--- src/rtl/mem_port_arbiter.sv ---
// Arbitrates one single-ported, variable-latency memory between the fetch (I)
// and load/store (D) ports, with a timeout abort and pipeline stall outputs.
module mem_port_arbiter #(
  parameter int AW      = 32,
  parameter int DW      = 32,
  parameter int TIMEOUT = 16
) (
  input  logic            clk,
  input  logic            rst,
  input  logic            i_req,
  input  logic [AW-1:0]   i_addr,
  output logic            i_ack,
  output logic [DW-1:0]   i_rdata,
  input  logic            d_req,
  input  logic            d_we,
  input  logic [AW-1:0]   d_addr,
  input  logic [DW-1:0]   d_wdata,
  input  logic [DW/8-1:0] d_be,
  output logic            d_ack,
  output logic [DW-1:0]   d_rdata,
  output logic            if_stall,
  output logic            mem_stall,
  output logic            mem_req,
  output logic            mem_we,
  output logic [AW-1:0]   mem_addr,
  output logic [DW-1:0]   mem_wdata,
  output logic [DW/8-1:0] mem_be,
  input  logic [DW-1:0]   mem_rdata,
  input  logic            mem_ready,
  output logic            err
);

  localparam int BW = DW / 8;
  localparam logic [7:0] TIMEOUT_LAST = 8'(TIMEOUT - 1);

  typedef enum logic [1:0] {
    IDLE   = 2'd0,
    ACCESS = 2'd1,
    RESP   = 2'd2
  } arbState;

  arbState         stateReg;
  arbState         stateNext;
  logic            lastGrantD;
  logic            grantDReg;
  logic [AW-1:0]   addrReg;
  logic            weReg;
  logic [DW-1:0]   wdataReg;
  logic [BW-1:0]   beReg;
  logic [DW-1:0]   iRdataReg;
  logic [DW-1:0]   dRdataReg;
  logic [7:0]      cntReg;
  logic            errReg;

  logic            anyReq;
  logic            pickD;
  logic            timeoutHit;

  assign anyReq     = i_req | d_req;
  // Contention goes to whichever port did not win last time.
  assign pickD      = d_req & (~i_req | ~lastGrantD);
  assign timeoutHit = (cntReg == TIMEOUT_LAST);

  always_ff @(posedge clk or negedge rst) begin
    if (!rst) begin
      stateReg <= IDLE;
    end else begin
      stateReg <= stateNext;
    end
  end

  always_comb begin
    stateNext = stateReg;
    case (stateReg)
      IDLE:    if (anyReq) stateNext = ACCESS;
      ACCESS:  if (mem_ready || timeoutHit) stateNext = RESP;
      RESP:    stateNext = IDLE;
      default: stateNext = IDLE;
    endcase
  end

  always_comb begin
    mem_req   = 1'b0;
    mem_we    = 1'b0;
    mem_addr  = '0;
    mem_wdata = '0;
    mem_be    = '0;
    i_ack     = 1'b0;
    d_ack     = 1'b0;
    case (stateReg)
      ACCESS: begin
        mem_req   = 1'b1;
        mem_we    = weReg;
        mem_addr  = addrReg;
        mem_wdata = wdataReg;
        mem_be    = beReg;
      end
      RESP: begin
        i_ack = ~grantDReg;
        d_ack = grantDReg;
      end
      default: ;
    endcase
  end

  // Request attributes are frozen at grant; inputs are ignored until IDLE.
  always_ff @(posedge clk or negedge rst) begin
    if (!rst) begin
      lastGrantD <= 1'b0;
      grantDReg  <= 1'b0;
      addrReg    <= '0;
      weReg      <= 1'b0;
      wdataReg   <= '0;
      beReg      <= '0;
    end else if (stateReg == IDLE && anyReq) begin
      lastGrantD <= pickD;
      grantDReg  <= pickD;
      addrReg    <= pickD ? d_addr : i_addr;
      weReg      <= pickD & d_we;
      wdataReg   <= pickD ? d_wdata : '0;
      beReg      <= pickD ? d_be : '1;
    end
  end

  always_ff @(posedge clk or negedge rst) begin
    if (!rst) begin
      iRdataReg <= '0;
      dRdataReg <= '0;
      cntReg    <= '0;
      errReg    <= 1'b0;
    end else if (stateReg == ACCESS) begin
      if (mem_ready) begin
        cntReg <= '0;
        if (grantDReg) begin
          dRdataReg <= weReg ? '0 : mem_rdata;
        end else begin
          iRdataReg <= mem_rdata;
        end
      end else if (timeoutHit) begin
        // Abort: return zero data and remember the failure until reset.
        cntReg <= '0;
        errReg <= 1'b1;
        if (grantDReg) begin
          dRdataReg <= '0;
        end else begin
          iRdataReg <= '0;
        end
      end else begin
        cntReg <= cntReg + 8'd1;
      end
    end
  end

  assign i_rdata   = iRdataReg;
  assign d_rdata   = dRdataReg;
  assign err       = errReg;
  assign if_stall  = i_req & ~i_ack;
  assign mem_stall = d_req & ~d_ack;

endmodule

--- config.mk ---
export PLATFORM = sky130hd
export DESIGN_NAME = mem_port_arbiter
export DESIGN_NICKNAME = d
export VERILOG_FILES = /design/src/rtl/mem_port_arbiter.sv
export SDC_FILE = /design/constraint.sdc
export NUM_CORES = 1
export LEC_CHECK = 0
export CORE_MARGIN = 10
export CORE_UTILIZATION = 43
export CTS_BUF_LIST = sky130_fd_sc_hd__clkbuf_8
export CTS_CLUSTER_SIZE = 12
export DETAILED_ROUTE_END_ITERATION = 10
export PLACE_DENSITY_LB_ADDON = 0.05
export SYNTH_ARGS = -nofsm -noshare
export SYNTH_HDL_FRONTEND = slang
export SYNTH_SLANG_ARGS = --single-unit
--- constraint.sdc ---
create_clock -name clk -period 2.3 [get_ports clk]
set_input_delay 0.575 -clock clk [delete_from_list [all_inputs] [get_ports clk]]
set_output_delay 0.575 -clock clk [all_outputs]
set_load 0.005 [all_outputs]
=== Yosys cells after proc, flatten, opt, wreduce, memory -nomap -nowiden ===
Index checks and enable logic that the tools add are counted.

* Reductions and logical operators: 8
* Multiplexer cells: 24
* Shift-type cells: 0
* Multiply operators: 0
* Equal/unequal tests: 5
* Bitwise logic cells: 11
* $lt $le $gt $ge: 0
* Divide/modulo/power cells: 0
* Add/subtract/negate cells: 1

{| class="wikitable"
|+ Operators by type and width
! kind !! count
|-
| 2-to-1 mux 32 bit || 13
|-
| 2-to-1 mux 8 bit || 2
|-
| AND reduction 3 bit || 3
|-
| adder 8 x 1 -> 8 bit, second input constant || 1
|-
| == test 8 x 4 -> 1 bit, second input constant || 1
|-
| 2-to-1 mux 4 bit || 2
|-
| NOT 1 bit || 5
|-
| bitwise AND 1 bit || 4
|-
| 2-to-1 mux 1 bit || 4
|-
| 2-to-1 mux 2 bit || 2
|-
| != test 2 bit, second input constant || 2
|-
| one-hot mux 2 bit (2 select lines) || 1
|-
| == test 2 x 1 -> 1 bit, second input constant || 1
|-
| == test 2 bit, second input constant || 1
|-
| zero test 2 bit || 1
|-
| OR 1 bit || 2
|-
| AND reduction 2 bit || 1
|-
| nonzero test 2 bit || 1
|-
| logical AND 1 bit || 1
|-
| logical OR 1 bit || 1
|}

* Register bits: 145
* Bits in latches: 0
* Bits in writable memories: 0
* Output and inout bits: 139
* Bits in read-only memories: 0
* Memories kept: 0

=== Depth between registers and ports, before layout ===
Gate-level depths: netlist (run 1).

* Word-level depth: 4
* Depth in mapped cells: 6
* Mapped depth without buffers: 5

=== Worst setup path after synthesis (run 1) ===
OpenSTA, ideal clock, no wires.

* Kind: register -> output
* Start point: register stateReg[1]
* End point: output port mem_addr[24]
* Stages on the path, launching flop included: 6
* Slack: 0.305 ns
* Data required time: 1.725 ns
* Path buffers: 2
* Arrival: 1.420 ns
* Cell sequence: dfrtp_1 > nand2b_1 > inv_1 > clkbuf_1 > clkbuf_1 > and2_1

* Cells in the longest elaborated chain, start to end: 2

{| class="wikitable"
|+ RTL lines
! item !! line !! RTL
|-
| start: declaration || 42 || <nowiki>arbState stateReg;</nowiki>
|-
| start signal: assignment || 68 || <nowiki>stateReg <= stateNext;</nowiki>
|-
| == test 2 x 1 -> 1 bit || 90 || <nowiki>case (stateReg)</nowiki>
|-
| 2-to-1 mux 32 bit || 90 ||
|-
| end: declaration || 25 || <nowiki>output logic [AW-1:0] mem_addr,</nowiki>
|}

Every way passes these cells.

=== Final worst setup path (run 1) ===
* Start point: register stateReg[0]
* End point: output port mem_stall

* Cells in the longest elaborated chain, start to end: 4

{| class="wikitable"
|+ RTL lines
! item !! line !! RTL
|-
| == test 2 bit || 90 ||
|-
| 2-to-1 mux 1 bit || 90 ||
|-
| NOT 1 bit || 158 || <nowiki>assign mem_stall = d_req & ~d_ack;</nowiki>
|-
| bitwise AND 1 bit || 158 ||
|-
| end: declaration || 22 || <nowiki>output logic mem_stall,</nowiki>
|}

Every way passes these cells.

==> results_dict.tcl, run 1 <==
set metrics [dict create \
    maxSlewViolCount 0 \
    async_reset_ff_share_pct 100.0 \
    syn_inst 510 \
    cpLargestDelayFamily "buffers and inverters" \
    critPathCaptureType "primary output" \
    first_global_vias 5567 \
    netSwitchingPower_mw 3.839 \
    first_pass_grt_wire_length_mm 31.51 \
    critPathLaunch "stateReg[0]" \
    design.core.area_um2 13930 \
    final_layout_size_suffix_gt1_share_pct 14.46 \
    synth_commonest_cells "sky130_fd_sc_hd__dfrtp_1, sky130_fd_sc_hd__a22o_1, sky130_fd_sc_hd__and2_1" \
    syn_avg_cell_area_um2 12.04 \
    switching_share_pct 32.85 \
    io_buffer_count 276 \
    cts_tree "done" \
    tns_ps 0 \
    placementRows 43 \
    detail_route.vias_per_cell 5.251 \
    power.sequential.fraction_pct 36.8 \
    numCtsBuffers 17 \
    iteration_0_drc_count_of_the_detailed_router 230 \
    nNetsFinal 936 \
    min_path_type "input port to async pin" \
    cp_data_arrival_time_ps 1650 \
    wirelength_mm 19.99 \
    worst_pin_slew_ps 481.4 \
    synthDominantAreaCellType "sky130_fd_sc_hd__dfrtp_1" \
    maximum_level_of_the_cts_h_tree 4 \
    crit_slowest_cell "sky130_fd_sc_hd__dfrtp_2" \
    clock_insertion_delay_worst_skew_ps 430 \
    power.static_leakage_nw 4.528 \
    status "finished, final reports clean" \
    cp_max_fo 3 \
    r2r_start "cntReg[5]" \
    synth.top_cell.area_share_pct 59.09 \
    cell_area_power_density_nw_per_um2 1208 \
    dpl.hpwl_mm 14.44 \
    gr-usage-all-layers_pct 20.12 \
    rsz0062_at_grt "false" \
    total_number_of_yosys_warnings 0 \
    hold_violations 0 \
    vias 5193 \
    floorplan.io_pins 277 \
    layout_worst_path_cycle_share_pct 96.59 \
    relSlewSlack_pct 67.91 \
    pwr-share-comb_pct 45.9 \
    die_width_um 139.5 \
    antenna-diode-count 0 \
    layout_skew_ps 14.49 \
    power.internal_mw 7.848 \
    initial_utilization_pct 44.07 \
    pin_count_of_the_biggest_net_entering_global_routing 54 \
    remaining_number_of_nets_flagged_by_the_antenna_check_after_routing 0 \
    synth_fp_nets 649 \
    timing.final.crit_period_ps 2222 \
    detail_route.wl_per_cell_um 20.21 \
    power.ir.vdd_worst_mv 0.4829 \
    worst_setup_path_start_kind "flop" \
    fmaxAchievable_ghz 0.4501 \
    crit_type "flop to primary output" \
    critical_path.reg2reg.endpoint "d_rdata[0]" \
    clockBufferDepth 2 \
    die_area_um2 19460 \
    share_clk_of_total_power_pct 17.3 \
    routabilityCongestion 0.8405 \
    post-place-ws_ps 28.18 \
    grt_overflow_total 0 \
    die_h_um 139.5 \
    layout_setup_ws_ps 78.36 \
    setup_viol_count_final 0 \
    fin_util_pct 69.40 \
    synthMostInstantiatedCell "sky130_fd_sc_hd__dfrtp_1" \
    netlist_top_cells_area "sky130_fd_sc_hd__dfrtp_1, sky130_fd_sc_hd__a22o_1, sky130_fd_sc_hd__and2_1, sky130_fd_sc_hd__mux2i_1, sky130_fd_sc_hd__o21ai_0" \
    worstPathBufferInverterCount 3 \
    regToRegSetupSlack_ps 460 \
    cpMostUsedCell "sky130_fd_sc_hd__buf_4" \
    part_of_the_yosys_area_used_for_sequential_elements_pct 59.09 \
    cp_cell_sequence "buf_4 > nor3b_2 > buf_4 > nor2b_1 > dlygate4sd2_1" \
    reg2reg_depth 5 \
    crit_path_max_incr_delay_ps 440 \
    antenna_violations_before_repair 0 \
    timing.max_cap.violations 0 \
    netlist-cell-type-count 34 \
    post_synthesis_cell_area_um2 6141 \
    finalHoldWorstSlack_ps 67.02 \
    cp_data_required_time_ps 1730 \
    number_of_flops_mapped_to_enable_cells_by_yosys 0 \
    synth_top_flop_cell "sky130_fd_sc_hd__dfrtp_1" \
    synth.ff_latch_count 145 \
    area.growth.synth_to_final_pct 57.48 \
    clock_sink_count 145 \
    drt-pass1-iter-count 4 \
    route.detailed.drc 0 \
    ctsRootBufferMaster "sky130_fd_sc_hd__clkbuf_8" \
    clkTransAtPathRegs_ps 90 \
    report.power.total_mw 11.69 \
]
-- cells in the final DEF (no fill, tap or decap), drive strengths merged --
master,synthesis,layout
a21oi,3,3
ha,1,1
clkinv,0,6
nor3b,2,2
clkdlybuf4s15,0,12
nor3,4,4
o31ai,1,1
nand2,45,45
or3,2,2
or4b,1,1
bufbuf,0,1
dlygate4sd2,0,27
a22o,98,98
a31o,1,1
nor2,5,5
o21a,1,1
o22a,4,4
bufinv,0,3
nor4,1,1
clkdlybuf4s50,0,201
clkinvlp,0,3
nand2b,1,1
a21o,1,1
nand3,5,5
dfrtp,145,145
xnor2,2,2
a21boi,1,1
inv,3,5
mux2i,34,34
clkbuf,21,28
o21ai,37,37
buf,18,55
and2,71,71
nor2b,2,2
-- metrics by stage --
step,cell area (µm²),instances
floorplan,6141,510
global placement,9233,944
detailed placement,9233,944
CTS,9704,988
global route,9671,989
finish,9671,989
-- per-layer routing --
layer / track usage [%] / wire (µm) / part of all wire [%]
met3: 8.642 / 1988 / 9.9
met5: 0 / 0 / 0
met1: 23.32 / 7951 / 40
met4: 6.974 / 367 / 1.8
met2: 32.60 / 9677 / 48
-- worst reg2reg max path, delay by kind of cell (launching register included) --
kind	cells	cell delay (ps)
and+or+nand+nor	2	530
AOI/OAI and AO/OA	2	600
buffers and inverters	1	180
DFF	1	410
-- registers in the layout (all words and copies together) (netlist names) --
register / cells
addrReg: 32
d_rdata: 32
i_rdata: 32
wdataReg: 32
cntReg: 8
beReg: 4
stateReg: 2
err: 1
grantDReg: 1
weReg: 1
-- worst max-delay path by stage --
stage                        end  slack (ps)  cells after the start
finish                 mem_stall          80                      5
global route         mem_addr[3]         0.4                      5
CTS                  mem_addr[7]           1                      5
detailed placement     mem_stall          30                      3
global placement        if_stall          30                      3
floorplan           mem_addr[24]         300                      5
-- cell families after synthesis --
kind of cell,synth area share (%)
adder cells (fa/ha/maj),0.2037
XOR/XNOR,0.2853
AND/OR/NAND/NOR,12.63
AO/OA/AOI/OAI,18.70
buffers and inverters,3.545
multiplexers,5.542
flip-flops,59.09
-- power by group through the flow --
stage	combinational [mW]	sequential, mW	clock, mW
after floorplan	2.26	4.21	0
after global placement	5.19	4.28	0
after detailed placement	5.28	4.32	0
after CTS	5.41	4.29	2.07
after global routing	5.84	4.43	2.20
final	5.37	4.30	2.02
-- layout make-up --
cell class	instances	area, µm²
clock buffers	17	234.0
clock inverters	14	166.4
fillers	1080	4264
inverters	3	18.77
multi-input cells	323	2352
flip-flops and latches	145	3631
well taps	180	225.2
repair buffers	307	3043
-- timing repair --
item	4_1_cts	5_1_grt
hold buffers	0	0
buffers inserted	10	1
gates resized for setup	167	30
pin swaps	2	0
setup endpoints to repair	74	27
gates cloned	3	1
No activity file was read; power rests on OpenSTA's default activity.
==> inputs of run 2 (changes only) <==
--- a/config.mk
+++ b/config.mk
@@ -5,7 +5,7 @@
 export SDC_FILE = /design/constraint.sdc
 export NUM_CORES = 1
 export LEC_CHECK = 0
-export CORE_MARGIN = 10
+export CAP_MARGIN = 5
 export CORE_UTILIZATION = 43
 export CTS_BUF_LIST = sky130_fd_sc_hd__clkbuf_8
 export CTS_CLUSTER_SIZE = 12
==> results_dict.tcl, run 2 (synthesis gave the netlist of run 1 again) <==
set metrics [dict create \
    status "finished, final reports clean" \
    drt-pass1-iter-count 4 \
    maxSlewViolCount 0 \
    wirelength_mm 17.66 \
    maximum_level_of_the_cts_h_tree 4 \
    worst_setup_path_start_kind "flop" \
    first_pass_grt_wire_length_mm 27.88 \
    clock_sink_count 145 \
    antenna-diode-count 0 \
    die_width_um 121.5 \
    routabilityCongestion 0.7770 \
    tns_ps 0 \
    final_instance_count_without_filler_cells 990 \
    numCtsBuffers 17 \
    ctsRootBufferMaster "sky130_fd_sc_hd__clkbuf_8" \
    cp_data_arrival_time_ps 1680 \
    power.static_leakage_nw 4.508 \
    remaining_number_of_nets_flagged_by_the_antenna_check_after_routing 0 \
    design.core.area_um2 13880 \
    timing.final.crit_period_ps 2254 \
    placementRows 43 \
    grt_overflow_total 0 \
    r2r_start "cntReg[5]" \
    worst_pin_slew_ps 427.0 \
    floorplan.io_pins 277 \
    min_path_type "input port to async pin" \
    final_layout_size_suffix_gt1_share_pct 14.32 \
    regToRegSetupSlack_ps 440 \
    cp_data_required_time_ps 1730 \
    critPathCaptureType "primary output" \
    initial_utilization_pct 44.24 \
    area.growth.synth_to_final_pct 56.32 \
    finalHoldWorstSlack_ps 59.00 \
    detail_route.vias_per_cell 5.216 \
    critPathLaunch "stateReg[0]" \
    detail_route.wl_per_cell_um 17.84 \
    pin_count_of_the_biggest_net_entering_global_routing 60 \
    clock_insertion_delay_worst_skew_ps 440 \
    seqCellArea_um2 3630 \
    dpl.hpwl_mm 12.01 \
    layout_skew_ps 16.10 \
    power.ir.vdd_worst_mv 0.5813 \
    route.detailed.drc 0 \
    die_area_um2 14760 \
    fin_util_pct 69.15 \
    critical_path.reg2reg.endpoint "d_rdata[31]" \
    antenna_violations_before_repair 0 \
    fmaxAchievable_ghz 0.4438 \
    setup_viol_count_final 0 \
    io_buffer_count 276 \
    die_h_um 121.5 \
    first_global_vias 5431 \
    gr-usage-all-layers_pct 24.95 \
    report.power.total_mw 11.45 \
    layout_worst_path_cycle_share_pct 97.98 \
    cp_max_fo 4 \
    worstSetupEndpoint "i_ack" \
    rsz0062_at_grt "true" \
    filler_cell_count 1044 \
    leading_cell_type_in_the_layout_fill_and_taps_excluded "sky130_fd_sc_hd__clkdlybuf4s50_1" \
    hold_violations 0 \
    cell_area_power_density_nw_per_um2 1193 \
    iteration_0_drc_count_of_the_detailed_router 261 \
    multi_input_comb_area_um2 2344 \
    clkTransAtPathRegs_ps 70 \
    post-place-cells 948 \
    timing.max_cap.violations 0 \
    crit_type "flop to primary output" \
    reg2reg_depth 5 \
    relSlewSlack_pct 71.54 \
    clockBufferDepth 2 \
    most-common-layout-cells "sky130_fd_sc_hd__clkdlybuf4s50_1, sky130_fd_sc_hd__dfrtp_1, sky130_fd_sc_hd__a22o_1" \
    vias 5164 \
    cts_tree "done" \
    nNetsFinal 936 \
]
## run 2: changes by cell type in the layout (fill, tap and decap cells not counted), sizes merged
| cell | before | now |
|---|---|---|
| clkinvlp | 3 | 5 |
| clkbuf | 28 | 51 |
| buf | 55 | 36 |
| clkinv | 6 | 3 |
| clkdlybuf4s15 | 12 | 2 |
| dlygate4sd2 | 27 | 36 |
| bufbuf | 1 | 0 |
| clkdlybuf4s50 | 201 | 202 |
| bufinv | 3 | 2 |
## run 2: through the flow
stage          setup slack [ps]  instance area (µm²)
2_1_floorplan             304.5                 6141
3_3_place_gp              39.01                 9263
3_5_place_dp           -0.04396                 9263
4_1_cts                  -71.52                 9779
5_1_grt                  -20.57                 9599
6_report                  46.49                 9599
## run 2: worst max-delay path: stages (launching register included)
cell and delay (ps):
sky130_fd_sc_hd__dfrtp_2 450, sky130_fd_sc_hd__nor3b_2 260, sky130_fd_sc_hd__clkdlybuf4s50_1 540
## run 2: cell type report
type / instances / share of cell area (%)
clock buffer: 20 / 2.868
clock inverter: 12 / 1.382
inverter: 3 / 0.1955
multi-input combinational: 323 / 24.41
sequential: 145 / 37.81
tap: 180 / 2.346
timing repair buffer: 307 / 30.98
## run 2: how the worst min path moves through the flow
stage                       end  slack (ps)
finish               i_rdata[9]          60
global route         d_rdata[0]          50
CTS                  i_rdata[3]          40
detailed placement  addrReg[22]         460
global placement    addrReg[29]         460
floorplan            addrReg[0]         280
## run 2: repair_timing
item,CTS,global route
hold endpoints to repair,0,0
gates cloned,3,0
hold buffers,0,0
setup endpoints to repair,74,37
pin swaps,1,0
resized for setup,128,33
setup buffers,7,1
## run 2: power by group
| part | total [mW] | internal (mW) | switching [mW] |
|---|---|---|---|
| registers | 4.27 | 3.64 | 0.630 |
| logic | 5.16 | 3.00 | 2.17 |
| clock network | 2.01 | 1.05 | 0.963 |
| total | 11.4 | 7.69 | 3.76 |
## run 2: routing by layer
layer	share of wire, %	track usage (%)	wire, µm
met5	0	0	0
met4	2.6	11.03	456
met3	7.3	7.284	1293
met2	49	41.09	8640
met1	41	30.31	7272
